[config.mk]
export PLATFORM = sky130hd
export DESIGN_NAME = bist_misr_analyzer
export DESIGN_NICKNAME = d
export VERILOG_FILES = /design/src/rtl/bist_misr_analyzer.sv
export SDC_FILE = /design/constraint.sdc
export NUM_CORES = 1
export LEC_CHECK = 0
export BUFFER_PORTS_ARGS = -buffer_cell sky130_fd_sc_hd__buf_2
export CAP_MARGIN = 20
export CORE_MARGIN = 2
export CORE_UTILIZATION = 45
export DETAILED_ROUTE_END_ITERATION = 16
export GPL_ROUTABILITY_DRIVEN = 0
export GPL_TIMING_DRIVEN = 0
export PLACE_DENSITY = 0.74
export REMOVE_ABC_BUFFERS = 1
export SYNTH_ARGS = -nofsm -noshare
export SYNTH_HDL_FRONTEND = slang
export SYNTH_SLANG_ARGS = --single-unit
[constraint.sdc]
create_clock -name clk -period 1.3 [get_ports clk]
set_input_delay 0.065 -clock clk [delete_from_list [all_inputs] [get_ports clk]]
set_output_delay 0.065 -clock clk [all_outputs]
set_load 0.005 [all_outputs]
[src/rtl/bist_misr_analyzer.sv]
// BIST output response analyzer: compacts CUT responses into a Galois MISR
// between init and finish strobes, then issues a registered pass/fail verdict.
module bist_misr_analyzer #(
  parameter int              WIDTH      = 8,
  parameter logic [WIDTH-1:0] POLY      = 'hB8,
  parameter logic [WIDTH-1:0] SEED      = '0,
  parameter logic [WIDTH-1:0] GOLDEN    = '0,
  parameter int              EXP_CYCLES = 5
) (
  input  logic             clk,
  input  logic             reset,
  input  logic             init,
  input  logic             running,
  input  logic             finish,
  input  logic [WIDTH-1:0] cut_out,
  output logic [WIDTH-1:0] signature,
  output logic [7:0]       cycle_count,
  output logic             sig_valid,
  output logic             pass,
  output logic             fail
);

  typedef enum logic [1:0] {IDLE, COMPACT, CHECK, DONE} state_t;

  state_t           state, state_nx;
  logic [WIDTH-1:0] sig_nx, misr_step;
  logic [7:0]       cnt_nx;
  logic             valid_nx, pass_nx, fail_nx, match;

  assign misr_step = {signature[WIDTH-2:0], 1'b0}
                   ^ (signature[WIDTH-1] ? POLY : '0)
                   ^ cut_out;
  assign match = (signature == GOLDEN) && (cycle_count == 8'(EXP_CYCLES));

  always_comb begin
    state_nx = state;
    sig_nx   = signature;
    cnt_nx   = cycle_count;
    valid_nx = sig_valid;
    pass_nx  = pass;
    fail_nx  = fail;
    if (init) begin
      // init outranks finish, so a simultaneous pair re-arms without a verdict
      state_nx = COMPACT;
      sig_nx   = SEED;
      cnt_nx   = '0;
      valid_nx = 1'b0;
      pass_nx  = 1'b0;
      fail_nx  = 1'b0;
    end else begin
      case (state)
        COMPACT: begin
          if (finish) begin
            state_nx = CHECK;
          end else if (running) begin
            sig_nx = misr_step;
            if (cycle_count != 8'hFF) cnt_nx = cycle_count + 8'd1;
          end
        end
        CHECK: begin
          state_nx = DONE;
          valid_nx = 1'b1;
          pass_nx  = match;
          fail_nx  = !match;
        end
        default: ;
      endcase
    end
  end

  always_ff @(posedge clk) begin
    if (reset) begin
      state       <= IDLE;
      signature   <= SEED;
      cycle_count <= '0;
      sig_valid   <= 1'b0;
      pass        <= 1'b0;
      fail        <= 1'b0;
    end else begin
      state       <= state_nx;
      signature   <= sig_nx;
      cycle_count <= cnt_nx;
      sig_valid   <= valid_nx;
      pass        <= pass_nx;
      fail        <= fail_nx;
    end
  end

endmodule

==> summary.txt <==
Timing
  • Endpoints failing setup: 0
  • Max-slew headroom: just under 70%
  • Final Hold Viols: 0
  • Fin. max-slew vios: 0
  • Final period util: between 90% and 100%
  • RSZ-0062 raised after global routing: true
  • Worst Hold Margin: about 0.030 ns
  • Max Fclk: between 700 and 800 MHz
  • Fin Setup TNS: 0 ns
  • Setup Skew: 0.008137 ns
  • Min Clock Period, post-route: between 1 and 1.5 ns
  • Measured slew at the worst slew-check pin: just under 0.5 ns

Global routing
  • Pin count of the biggest net entering global routing: 15
  • Vias in the first global route: slightly below 900
  • Total global routing overflow: 0
  • Initial antenna violation count: 0
  • Overall routing resource usage: about a fifth
  • First-pass GRT wire length: roughly 4000 µm

Logic synthesis
  • Synthesized area: between 0.001 and 0.0015 mm²
  • Synth top cells by count: 21 x dfxtp_1, 9 x nor2_1, 8 x nand2_1, 8 x xnor2_1, 6 x a21oi_1
  • Synth Area in Compound Gates: 18.69%
  • Ranking of synthesized cells by area: dfxtp_1 39%, xnor2_1 6.5%, a211oi_2 4.7%
  • Synth cell types: 37
  • Largest family of logic cells by synthesized area: simple AND/OR/NAND/NOR gates
  • Synthesized flop and latch total: 21
  • Warnings, synthesis: 0
  • Number of synthesized flops with an enable pin: 0
  • Synth Area in Adders: under 10%
  • Synth Flop Type: dfxtp_1
  • XOR/XNOR Fraction of Synth Area: 8.178%
  • Sequential-to-total area share from yosys stat: 39.25%
  • Count leader, synth: dfxtp_1
  • Synth Instances: between 100 and 150
  • Post-Synth Simple-Gate Area: 24.65%
  • Yosys top cell area share: 39.25%
  • Synth async-reset ratio: 0%
  • Area leader, netlist: dfxtp_1
  • Post-synthesis mux area share: 1.869%
  • Syn avg cell area: roughly 9.3 µm²

Worst setup path
  • Worst r2r path cells: 4
  • Critical path launch point type: flip-flop
  • Worst setup startpoint: cycle_count[0]$_SDFFE_PP0P_
  • CP endpoint kind: flip-flop
  • WP data arrival: 1.52 ns
  • Max Fanout on Critical Path: 7
  • CP peak stage delay: slightly above 0.4 ns
  • CP Cell Sequence: ha_4 -> nand2_2 -> o311a_1 -> a211oi_2
  • Crit Path Class: flip-flop to flip-flop
  • Worst EP required: between 1.5 and 2 ns
  • Reg2reg end: cycle_count[1]$_SDFFE_PP0P_
  • Cell with the largest stage delay on the worst path: dfxtp_4
  • R2R Path Start: cycle_count[0]$_SDFFE_PP0P_
  • Worst reg-to-reg setup slack: between 0.009 and 0.01 ns

Floorplan
  • Rows: 17
  • Die ar.: 0.002786 mm²
  • # IOs: 32
  • Chip width: 52.79 µm
  • Core ar.: between 0.002 and 0.0025 mm²
  • Die height: ~53 µm
  • Initial Utilization: a little under half

Min path
  • Worst Hold Launch: finish
  • Worst hold path type: primary input to flip-flop
  • Hold Path Cell Cnt: 3
  • WHS Endpoint: state[1]$_SDFFE_PP0P_

Power and ir drop
  • Power share of the clock group: between 20% and 30%
  • VDD IR max: between 0.7 and 0.8 mV
  • PwrDens: slightly below 800 mW/mm²
  • Switch Pwr: between 0.2 and 0.3 mW
  • Reg power frac: between 50% and 60%
  • Total power: roughly 1.1 mW
  • Sw frac: 25.40%
  • Leakage: 0.5569 nW
  • Logic gate share of total power: 10.8%
  • Int Power: about 0.83 mW

Detailed routing
  • WL/cell: between 10 and 15 µm
  • Post-DRT Antenna Nets: 0
  • Pre-Repair DR Iteration Count: 5
  • Total wire length: ~2500 µm
  • DR iter-0 viols: 20
  • Vias/cell: 5.508
  • Vias: 986
  • Drt drc: 0

Clock tree
  • Reg clk slew, reported paths: ~0.13 ns
  • Root Driver: clkbuf_4
  • CTS sink cnt: 21
  • Clk buf depth: 2
  • CTS tree: yes
  • # H-tree levels: 1
  • Cts bufs inserted: 3
  • Clk_lat worst skew: between 0.3 and 0.4 ns

Job
  • Max-Cap Viols: 0

Placement
  • Placed wire-length estimate: 1700 µm
  • Post-placement cell area: 0.001231 mm²
  • Port bufs: 31

Finish
  • FILL cells: between 200 and 250
  • Final instance area: between 0.001 and 0.0015 mm²
  • Core Util, Final: between 60% and 70%
  • Multi-input gate area: about 690 µm²
  • Share of cells above drive strength 1: between 40% and 50%
  • Synth-to-Final Area Change: 32.48%
  • Final Net Count: between 150 and 200
  • ANT cells: 0
  • Sequential cell area: roughly 440 µm²

Run status
  • Status: finished, final reports clean
## metal layers
metal / share of wire, % / vias to the layer above / GRT usage (%) / wire length [µm]
met1: 45 / 467 / 26.36 / 1134
li1: - / 498 / - / -
met3: 3.6 / 2 / 2.857 / 89
met5: 0 / - / 0 / 0
met4: 0.56 / 0 / 5.128 / 14
met2: 50 / 19 / 30.83 / 1260
## power by group through the flow
stage | Clock (mW) | Combinational [mW] | Sequential, mW
after global placement | 0 | 0.0949 | 0.675
final | 0.328 | 0.120 | 0.660
after CTS | 0.327 | 0.116 | 0.662
after global routing | 0.348 | 0.132 | 0.662
after detailed placement | 0 | 0.0974 | 0.675
after floorplan | 0 | 0.0569 | 0.674
## final cells by class
| cell class | instances | area share, % |
|---|---|---|
| Clock buffer | 3 | 1.587 |
| Clock inverter | 1 | 0.3527 |
| Inverter | 3 | 1.058 |
| Multi-Input combinational cell | 86 | 48.50 |
| Sequential cell | 21 | 30.69 |
| Tap cell | 28 | 2.469 |
| Timing Repair Buffer | 37 | 15.34 |
## stage by stage
step,setup slack [ns],instances
2_1_floorplan,-0.02894,110
5_1_grt,-0.05161,179
3_5_place_dp,-0.2150,169
3_3_place_gp,-0.1792,169
4_1_cts,0.002919,178
6_report,0.009832,179
## timing repair
action                     4_1_cts  5_1_grt
hold endpoints to repair         2        0
gates resized for setup         13       13
setup endpoints to repair       13       10
pin swaps                        2        1
gates cloned                     0        0
buffers inserted                 3        1
hold buffers                     2        0
## layout by cell type (no fill, tap or decap), types with 2 or more instances in the layout
master	netlist	routed
a211oi_1	5	4
a211oi_2	4	5
a21oi_1	6	6
a41oi_1	3	3
and2_1	2	2
and3_1	3	3
buf_2	3	31
buf_4	0	3
clkbuf_4	0	3
clkinv_2	0	2
dfxtp_1	21	13
dfxtp_2	0	6
dfxtp_4	0	2
dlygate4sd3_1	0	2
ha_4	0	2
mux2i_1	2	2
nand2_1	8	7
nand2b_1	2	2
nand3_1	5	5
nor2_1	9	9
nor3_1	3	3
nor4b_1	2	2
o21ai_1	3	3
or3_1	2	2
xnor2_1	8	8
xor2_1	2	2
## kinds of logic after synthesis
kind of cell    after synthesis
xor+xnor                     10
buf+inv                       8
compound gates               25
simple gates                 46
fa+ha+maj                     3
flops                        21
mux                           2
## worst max-delay path by stage
stage,cells after the start,slack (ns),endpoint
5_1_grt,4,-0.05,cycle_count[1]$_SDFFE_PP0P_
6_report,4,0.01,cycle_count[1]$_SDFFE_PP0P_
2_1_floorplan,4,-0.03,cycle_count[1]$_SDFFE_PP0P_
3_5_place_dp,3,-0.22,cycle_count[4]$_SDFFE_PP0P_
4_1_cts,5,0.003,fail$_SDFFE_PP0P_
3_3_place_gp,3,-0.18,cycle_count[6]$_SDFFE_PP0P_
## registers in the layout, summed over array words and instances (netlist names)
signal and flops:
state 2, fail 1, sig_valid 1, cycle_count 8, signature 8, pass 1
## critical path, delay by kind of cell, from the launching register on
| kind | cells | cell delay (ns) |
|---|---|---|
| compound gates | 2 | 0.51 |
| fa+ha+maj | 1 | 0.19 |
| flops | 1 | 0.41 |
| simple gates | 1 | 0.11 |
No activity file was read; power rests on OpenSTA's default activity.
